--- src/rtl/interp_pkg.sv ---
// interp_pkg: shared widths, phase/state encodings and the unsigned saturation helper
// used by interp_out_serializer and interp_sat.
package interp_pkg;
   localparam int DATA_WIDTH = 8;
   localparam int N_POS = 9;

   typedef enum logic [1:0] {PH_UP = 2'd0, PH_MID = 2'd1, PH_DOWN = 2'd2} phase_t;
   typedef enum logic {IDLE, SHIFT} state_t;

   // x carries an in_width-bit signed value; bits above in_width are ignored.
   function automatic logic [DATA_WIDTH:0] sat_u(input logic signed [31:0] x, input int in_width);
      logic signed [31:0] v;
      v = (x <<< (32 - in_width)) >>> (32 - in_width);
      return v < 0 ? {1'b1, {DATA_WIDTH{1'b0}}}
           : v > (2 ** DATA_WIDTH) - 1 ? {1'b1, {DATA_WIDTH{1'b1}}}
           : {1'b0, v[DATA_WIDTH-1:0]};
   endfunction
endpackage

--- src/rtl/interp_sat.sv ---
// interp_sat: clips one signed filter result to the unsigned output sample range.
module interp_sat
   import interp_pkg::*;
#(
   parameter int IW = DATA_WIDTH + 3
) (
   input  logic signed [IW-1:0]    x,
   output logic [DATA_WIDTH-1:0]   data,
   output logic                    sat
);
   assign {sat, data} = sat_u(32'(x), IW);
endmodule

--- src/rtl/interp_out_serializer.sv ---
// interp_out_serializer: streams a frame of UP/MID/DOWN filter results as saturated samples.
// Define INTERP_SER_PINGPONG_EN to add a shadow frame for gapless back-to-back frames.
module interp_out_serializer #(
   parameter int DATA_WIDTH = interp_pkg::DATA_WIDTH,
   parameter int N_POS      = interp_pkg::N_POS
) (
   input  logic                           clk,
   input  logic                           rst,
   input  logic                           in_valid,
   output logic                           in_ready,
   input  logic [N_POS*(DATA_WIDTH+2)-1:0] in_up,
   input  logic [N_POS*(DATA_WIDTH+3)-1:0] in_mid,
   input  logic [N_POS*(DATA_WIDTH+2)-1:0] in_down,
   output logic                           out_valid,
   input  logic                           out_ready,
   output logic [DATA_WIDTH-1:0]          out_data,
   output logic                           out_sat,
   output logic                           out_last
);
   import interp_pkg::*;
   localparam int UW = DATA_WIDTH + 2;
   localparam int MW = DATA_WIDTH + 3;
   localparam int PW = $clog2(N_POS);

   state_t state, state_n;
   phase_t phase, sel_ph;
   logic [PW-1:0] pos, sel_pos;
   logic [N_POS*UW-1:0] up_r, down_r, f_up, f_down;
   logic [N_POS*MW-1:0] mid_r, f_mid;
   logic signed [UW-1:0] up_e, down_e;
   logic signed [MW-1:0] mid_e, elem;
   logic [DATA_WIDTH-1:0] sat_data;
   logic sat_flag, acc, hs, at_end, last_hs, start, drain, load;

   assign acc = in_valid && in_ready;
   assign hs = out_valid && out_ready;
   assign at_end = pos == PW'(N_POS - 1) && phase == PH_DOWN;
   assign last_hs = state == SHIFT && hs && at_end;

`ifdef INTERP_SER_PINGPONG_EN
   logic [N_POS*UW-1:0] sh_up, sh_down;
   logic [N_POS*MW-1:0] sh_mid;
   logic shadow_full, load_sh;
   assign in_ready = !shadow_full;
   assign drain = last_hs && shadow_full;
   // A frame offered exactly on the final handshake with an empty shadow goes straight to active.
   assign start = acc && (state == IDLE || (last_hs && !shadow_full));
   assign load_sh = acc && !start;
   assign f_up = drain ? sh_up : start ? in_up : up_r;
   assign f_mid = drain ? sh_mid : start ? in_mid : mid_r;
   assign f_down = drain ? sh_down : start ? in_down : down_r;
   always_ff @(posedge clk or posedge rst)
      if (rst) begin
         shadow_full <= 1'b0;
         sh_up <= '0;
         sh_mid <= '0;
         sh_down <= '0;
      end else begin
         shadow_full <= load_sh || (shadow_full && !drain);
         if (load_sh) begin
            sh_up <= in_up;
            sh_mid <= in_mid;
            sh_down <= in_down;
         end
      end
`else
   assign in_ready = state == IDLE;
   assign drain = 1'b0;
   assign start = acc;
   assign f_up = start ? in_up : up_r;
   assign f_mid = start ? in_mid : mid_r;
   assign f_down = start ? in_down : down_r;
`endif

   // pos/phase name the element on out_*; the mux looks one element ahead of it.
   assign sel_pos = (start || drain) ? '0 : phase == PH_DOWN ? pos + 1'b1 : pos;
   assign sel_ph = (start || drain) ? PH_UP : phase == PH_DOWN ? PH_UP : phase_t'(phase + 2'd1);
   assign up_e = f_up[int'(sel_pos)*UW +: UW];
   assign mid_e = f_mid[int'(sel_pos)*MW +: MW];
   assign down_e = f_down[int'(sel_pos)*UW +: UW];
   assign elem = sel_ph == PH_UP ? MW'(up_e) : sel_ph == PH_MID ? mid_e : MW'(down_e);
   assign load = start || drain || (state == SHIFT && hs && !at_end);

   interp_sat #(.IW(MW)) u_sat (.x(elem), .data(sat_data), .sat(sat_flag));

   always_comb begin
      state_n = state;
      if (state == IDLE && acc) state_n = SHIFT;
      else if (last_hs && !load) state_n = IDLE;
   end

   always_ff @(posedge clk or posedge rst)
      if (rst) state <= IDLE;
      else state <= state_n;

   always_ff @(posedge clk or posedge rst)
      if (rst) begin
         pos <= '0;
         phase <= PH_UP;
         up_r <= '0;
         mid_r <= '0;
         down_r <= '0;
         out_valid <= 1'b0;
         out_data <= '0;
         out_sat <= 1'b0;
         out_last <= 1'b0;
      end else begin
         if (start || drain) begin
            up_r <= f_up;
            mid_r <= f_mid;
            down_r <= f_down;
         end
         if (load) begin
            pos <= sel_pos;
            phase <= sel_ph;
            out_data <= sat_data;
            out_sat <= sat_flag;
            out_last <= sel_pos == PW'(N_POS - 1) && sel_ph == PH_DOWN;
         end else if (hs) out_last <= 1'b0;
         out_valid <= load || (out_valid && !hs);
      end
endmodule

--- config.mk ---
export PLATFORM = sky130hd
export DESIGN_NAME = interp_out_serializer
export DESIGN_NICKNAME = d
export VERILOG_FILES = /design/src/rtl/interp_pkg.sv /design/src/rtl/interp_sat.sv /design/src/rtl/interp_out_serializer.sv
export SDC_FILE = /design/constraint.sdc
export NUM_CORES = 1
export LEC_CHECK = 0
export BUFFER_PORTS_ARGS = -buffer_cell sky130_fd_sc_hd__clkbuf_2
export CAP_MARGIN = 5
export CORE_MARGIN = 2
export CORE_UTILIZATION = 60
export DETAILED_ROUTE_END_ITERATION = 8
export GPL_TIMING_DRIVEN = 0
export PLACE_DENSITY = 0.86
export SETUP_SLACK_MARGIN = 0.2
export SKIP_CTS_REPAIR_TIMING = 1
export SLEW_MARGIN = 0
export SYNTH_ARGS = -nofsm -noshare
export SYNTH_HDL_FRONTEND = slang
export SYNTH_SLANG_ARGS = --single-unit
--- constraint.sdc ---
create_clock -name clk -period 20.2 [get_ports clk]
set_input_delay 2.02 -clock clk [delete_from_list [all_inputs] [get_ports clk]]
set_output_delay 2.02 -clock clk [all_outputs]
set_load 0.1 [all_outputs]
==> results of run 1 <==
==> routing by layer <==
layer | routed length, µm | share of wire (%) | vias up | track usage (%)
met5 | 0 | 0 | - | 0.828
met4 | 2940 | 6.2 | 0 | 19.9
met3 | 5280 | 11 | 220 | 8.90
met2 | 21400 | 45 | 890 | 59.8
met1 | 17600 | 37 | 6456 | 48.7
li1 | - | - | 6085 | -
==> path summary, 6_finish.rpt <==
check / slack [ns] / end / from / cells past startpoint
worst max-delay path: 14.85 / mid_r[9] / in_valid / 11
worst min-delay path: 0.47 / mid_r[45] / mid_r[45] / 2
worst max register to register: 15.98 / mid_r[9] / state / 10
worst min register to register: 0.47 / mid_r[45] / mid_r[45] / 2
max in group asynchronous: 17.54 / up_r[21] / rst / 3
min in group asynchronous: 1.53 / down_r[21] / rst / 2
==> cell families after synthesis <==
group	after synthesis	share of synthesized area, %
AND/OR/NAND/NOR	940	26.4
flip-flops	297	52.2
AO/OA/AOI/OAI	179	8.95
buffers and inverters	121	3.87
multiplexers	103	7.91
XOR/XNOR	4	0.510
adder cells (fa/ha/maj)	2	0.176
==> critical path, cell delays in order <==
cell      delay [ns]
clkbuf_2        0.09
nor2b_1         0.19
buf_2           0.30
buf_2           0.39
buf_2           0.36
buf_2           0.31
clkbuf_1        0.65
clkbuf_1        0.66
clkbuf_1        0.61
nand2_1         0.15
nand2_1         0.09
==> power groups by stage <==
| stage | Clock (mW) | Combinational (mW) | Sequential (mW) |
|---|---|---|---|
| 6_report | 0.567 | 0.852 | 0.723 |
| 5_1_grt | 0.592 | 0.896 | 0.729 |
| 4_1_cts | 0.565 | 0.821 | 0.721 |
| 3_5_place_dp | 0 | 0.812 | 0.731 |
| 3_3_place_gp | 0 | 0.798 | 0.728 |
| 2_1_floorplan | 0 | 0.530 | 0.744 |
==> registers in the layout, summed over array words and instances (netlist names) <==
name and flops:
phase 2, out_sat 1, out_valid 1, up_r 90
out_last 1, mid_r 99, out_data 8, down_r 90
pos 4, state 1
==> cell type report <==
cell class | count | area share [%]
Sequential cell | 297 | 43.3
Multi-Input combinational cell | 1228 | 36.4
Timing Repair Buffer | 296 | 8.88
Clock buffer | 42 | 5.22
Buffer | 110 | 2.96
Tap cell | 319 | 2.32
Clock inverter | 11 | 0.634
Inverter | 11 | 0.284
==> through the flow <==
step,power (mW),cells,util (%),worst slack (ns)
2_1_floorplan,1.27,1646,-,9.98
3_3_place_gp,1.53,2259,68.9,6.99
3_5_place_dp,1.54,2261,69.1,14.65
4_1_cts,2.11,2314,73.4,15.17
5_1_grt,2.22,2314,73.4,14.84
6_report,2.14,2314,73.4,14.85
==> cells in the mapped netlist (all sizes together), types with 10 or more instances <==
library cell,count
nand3,17
dfrtp,297
mux2,56
o21a,15
buf,60
a21oi,44
inv,11
o211ai,16
a211oi,10
o21ai,40
nor2,43
clkbuf,50
or3,18
and3,10
nor3,45
nand2,780
mux2i,45
==> results by group, run 1 <==
Power
  • Switching power total: 843 µW
  • Leak Pwr: 9.17 nW
  • Clk pwr share: 26.5%
  • Comb pwr share: 39.8%
  • Sequential power share: 33.8%
  • Switching Share: 39.3%
  • VDD IR max: 88.3 µV
  • Pwr dens: 125 mW/mm²
  • P_int: 1.30 mW

Drt
  • DRT antenna net count: 0
  • Routed vias/inst: 5.90
  • Routed WL: 47300 µm
  • Routed len/inst: 20.4 µm
  • Via count: 13700
  • DRT Pass-1 Iters: 9
  • # DRC: 0
  • Initial DRC Count: 1447

STA
  • Total negative slack: 0 ns
  • Max Clk Rate: 187 MHz
  • RSZ-0062 raised after global routing: false
  • Worst hold slack: 0.471 ns
  • Endpoints failing hold: 0
  • Final setup fails: 0
  • Slew @ Worst Pin: 0.952 ns
  • Layout Skew: 0.0183 ns
  • Ratio of final minimum period to clock period: 26.5%
  • Slew HR: 34.9%
  • Min Clock Period, post-route: 5.35 ns
  • Fin. max-slew vios: 0

Finish
  • Multi-input logic area: 0.00626 mm²
  • FF/Latch Area: 0.00743 mm²
  • Post-layout nets: 2259
  • Most frequent cells in the layout: nand2_1 (779), dfrtp_1 (297), clkbuf_2 (294)
  • Area Overhead vs Synth: 20.6%
  • # fillers: 1772
  • Final Cell Area: 0.0172 mm²
  • Share of cells above drive strength 1: 24.0%
  • Ant diodes: 0
  • Most common cell after layout, fill and taps aside: nand2_1

Setup path
  • Max FO, Critical Path: 10
  • Required time of the critical path: 20.69 ns
  • Type of origin of the critical path: primary input
  • Worst setup EP type: flop
  • CP arrival: 5.84 ns
  • CP Class: primary input to flop

CTS
  • H-tree lvl count: 1
  • CTS Sinks: 297
  • Insertion delay to the later sink of the worst-skew pair: 0.57 ns
  • Root Driver: clkbuf_16
  • TritonCTS Buffers: 30
  • CTS tree: built
  • Max clock buf depth: 3
  • Clock-pin transition on the worst setup and hold timing paths: 0.06 ns

Floorplan
  • Die height: 158 µm
  • Core area: 0.0234 mm²
  • I/O Pins: 295
  • Die area: 0.0250 mm²
  • Initial Utilization: 60.9%
  • Die X: 158 µm
  • Rows: 56

GRT
  • First-pass GRT wire length: 71000 µm
  • Initial antenna violation count: 0
  • Pin count of the biggest net entering global routing: 136
  • Total track usage: 37.8%
  • Vias in the first global route: 13300
  • Total grt overflow: 0

Yosys
  • Synth warn: 0
  • Top post-synthesis cells by area: dfrtp_1 (52%), nand2_1 (21%), mux2_2 (4.4%)
  • Synth top area share: 52.2%
  • Register area share after synthesis: 52.2%
  • Main synth FF type: dfrtp_1
  • Mapped cell area: 0.0142 mm²
  • EDFF count, synth: 0
  • Netlist cell types: 62
  • Number of synthesized register bits: 297
  • Yosys top cell by area: dfrtp_1
  • Post-synthesis instance total: 1646
  • Fraction of registers with async set/reset: 100%
  • Avg Cell Area, Syn: 8.65 µm²
  • Synth Net Count: 1931

Placement
  • HPWL after detailed placement: 35100 µm
  • Input/output buffers: 294
  • Global placement routability congestion: 1.01
  • Placed inst area: 0.0162 mm²

Hold path
  • HP Class: flop to flop

Run status
  • Result of the run: complete, no violations

Job
  • Max Cap Viol: 0
No activity file was read; power rests on OpenSTA's default activity.
==> run 2: changes to the inputs <==
- CORE_UTILIZATION: 60 -> 55
- PLACE_DENSITY: 0.86 -> 0.8
- clock period: 20.2 -> 5.3 ns (I/O delays scaled with it)
==> run 2 against run 1 <==
Routed wire length is 0.75% higher. Clock-buffer cell count is 4 higher. Highest routed layer unchanged. Via count is 1.3% lower. Global-route usage is 2.8 points lower. Largest power group unchanged. Critical endpoint unchanged. Largest cell class unchanged. Critical path depth is 1 lower. Sequential cell count stayed put. Worst setup slack worse by 14 ns.
==> results by group, run 2 (synthesized netlist as in run 1, its figures left out) <==
Power
  • Pwr dens: 478 mW/mm² (+280%)
  • Leak Pwr: 9.24 nW (+0.78%)
  • P_int: 5.11 mW (+290%)
  • Clk pwr share: 27.5% (+1.0 points)
  • Switching power total: 3.18 mW (+280%)
  • Total Power: 8.30 mW (+290%)
  • Comb pwr share: 39.3% (-0.5 points)
  • VDD IR max: 301 µV (+240%)
  • Sequential power share: 33.2% (-0.6 points)
  • Switching Share: 38.4% (-0.96 points)

Drt
  • Initial DRC Count: 1601 (+11%)
  • # DRC: 0 (unchanged)
  • DRT antenna net count: 0 (unchanged)
  • Routed WL: 47600 µm (+0.75%)
  • Routed vias/inst: 5.78 (-2.0%)
  • Routed len/inst: 20.4 µm (about the same)
  • Via count: 13500 (-1.3%)
  • DRT Pass-1 Iters: 8 (-1)

STA
  • Min Clock Period, post-route: 4.19 ns
  • Endpoints failing hold: 0 (unchanged)
  • Max Clk Rate: 238 MHz
  • Slew HR: 32.8% (-2.1 points)
  • RSZ-0062 raised after global routing: false
  • Fin. max-slew vios: 0 (unchanged)
  • Slew @ Worst Pin: 0.983 ns (+0.0303 ns)
  • Fin worst setup slack: 1.11 ns (-13.74 ns)
  • Total negative slack: 0 ns (unchanged)
  • Layout Skew: 0.00911 ns (-0.00915 ns)
  • Ratio of final minimum period to clock period: 79.1%
  • Final setup fails: 0 (unchanged)
  • Worst hold slack: 0.000553 ns (-0.470 ns)

Finish
  • Area Overhead vs Synth: 21.8%
  • Most frequent cells in the layout: nand2_1 (779), dfrtp_1 (297), clkbuf_2 (294)
  • Biggest regs: mid_r x99, down_r x90, up_r x90
  • Cell Count, Final, Fillers Out: 2331 (+0.73%)
  • Final Cell Area: 0.0174 mm² (+0.99%)
  • Ant diodes: 0 (unchanged)
  • Post-layout nets: 2266 (+0.31%)
  • Largest register FFs: 99 (unchanged)
  • Final design utilization: 68.5% (-4.9 points)
  • Share of cells above drive strength 1: 24.1% (+0.078 points)
  • Most common cell after layout, fill and taps aside: nand2_1
  • Biggest register: mid_r

Setup path
  • Required time of the critical path: 5.80 ns (-14.89 ns)
  • Worst setup EP type: flop
  • Type of origin of the critical path: flop
  • Max FO, Critical Path: 10 (unchanged)
  • FF-to-FF Start: state
  • Worst R2R Path Depth: 10 (unchanged)
  • Reg-to-Reg End: mid_r[9]
  • CP Class: flop to flop
  • Worst Setup EP: mid_r[9]
  • Reg2Reg Setup Slack: 1.11 ns (-14.87 ns)
  • CP arrival: 4.70 ns (-1.14 ns)
  • Critical path origin: state

CTS
  • Root Driver: clkbuf_16
  • Max clock buf depth: 3 (unchanged)
  • H-tree lvl count: 1 (unchanged)
  • TritonCTS Buffers: 31 (+3.3%)
  • Clock-pin transition on the worst setup and hold timing paths: 0.07 ns (about the same)
  • CTS tree: built
  • CTS Sinks: 297 (unchanged)
  • Insertion delay to the later sink of the worst-skew pair: 0.57 ns (about the same)

Floorplan
  • Initial Utilization: 56.2% (-4.6 points)
  • I/O Pins: 295 (unchanged)
  • Core area: 0.0253 mm² (+8.2%)
  • Rows: 58 (+3.6%)
  • Die X: 165 µm (+4.3%)
  • Die height: 165 µm (+4.3%)
  • Die area: 0.0272 mm² (+8.9%)

GRT
  • Busiest grt layer: met2
  • Total track usage: 35.0% (-2.8 points)
  • Met1 track demand over resource: 45.9% (-2.8 points)
  • First-pass GRT wire length: 71500 µm (+0.75%)
  • Initial antenna violation count: 0 (unchanged)
  • Total grt overflow: 0 (unchanged)
  • Met3 usage: 8.26% (-0.63 points)
  • Vias in the first global route: 13100 (-1.9%)
  • Met2 Use GR: 55.1% (-4.7 points)
  • Pin count of the biggest net entering global routing: 44 (-68%)

Placement
  • Input/output buffers: 294 (unchanged)
  • HPWL after detailed placement: 35700 µm (+1.7%)
  • Placed insts: 2278 (+0.75%)
  • Global placement routability congestion: 0.963 (-5.0%)
  • Setup slack at placement: 1.11 ns (-13.54 ns)
  • Placed inst area: 0.0163 mm² (+0.71%)

Hold path
  • HP Class: primary input to asynchronous set/reset pin

Job
  • Max Cap Viol: 0 (unchanged)

Run status
  • Result of the run: complete, no violations
==> run 2: cell count changes in the layout (fill, tap and decap cells not counted) <==
cell / delta
buf_12: +8
clkinv_4: -5
bufinv_16: +3
clkbuf_1: +3
buf_16: -2
clkbuf_8: +1
inv_6: -1
inv_8: -1
==> run 2: worst max-delay path, stage by stage, from the launching register on <==
cell,delay [ns]
dfrtp_1,0.44
nor2b_1,0.21
buf_2,0.31
buf_2,0.38
buf_2,0.34
buf_2,0.29
clkbuf_1,0.65
clkbuf_1,0.61
clkbuf_1,0.62
nand2_1,0.16
nand2_1,0.10
==> run 2: power groups by stage <==
stage	sequential (mW)	clock, mW	combinational (mW)
3_5_place_dp	2.78	0	3.11
6_report	2.76	2.28	3.26
4_1_cts	2.75	2.28	3.14
3_3_place_gp	2.77	0	3.04
5_1_grt	2.78	2.38	3.43
2_1_floorplan	2.84	0	2.02
==> run 2: layer usage <==
| metal | wire (µm) | part of all wire, % | vias to the layer above |
|---|---|---|---|
| met5 | 0 | 0 | - |
| met4 | 2950 | 6.2 | 0 |
| met3 | 5300 | 11 | 201 |
| met2 | 21300 | 45 | 880 |
| met1 | 18100 | 38 | 6311 |
| li1 | - | - | 6085 |
==> run 2: worst min-delay path by stage <==
stage | endpoint | slack [ns] | cells past startpoint
finish | mid_r[70] | 0.0006 | 3
global route | mid_r[70] | 0.04 | 3
CTS | mid_r[70] | 0.02 | 3
detailed placement | mid_r[98] | 0.45 | 2
global placement | mid_r[98] | 0.45 | 2
floorplan | mid_r[98] | 0.43 | 2
==> run 2: final cells by class <==
class                   instances  area (µm²)
fillers                      2060        7980
flip-flops and latches        297        7430
multi-input cells            1228        6260
repair buffers                302        1630
clock buffers                  46         922
plain buffers                 110         509
well taps                     330         413
clock inverters                 7         139
inverters                      11        45.0
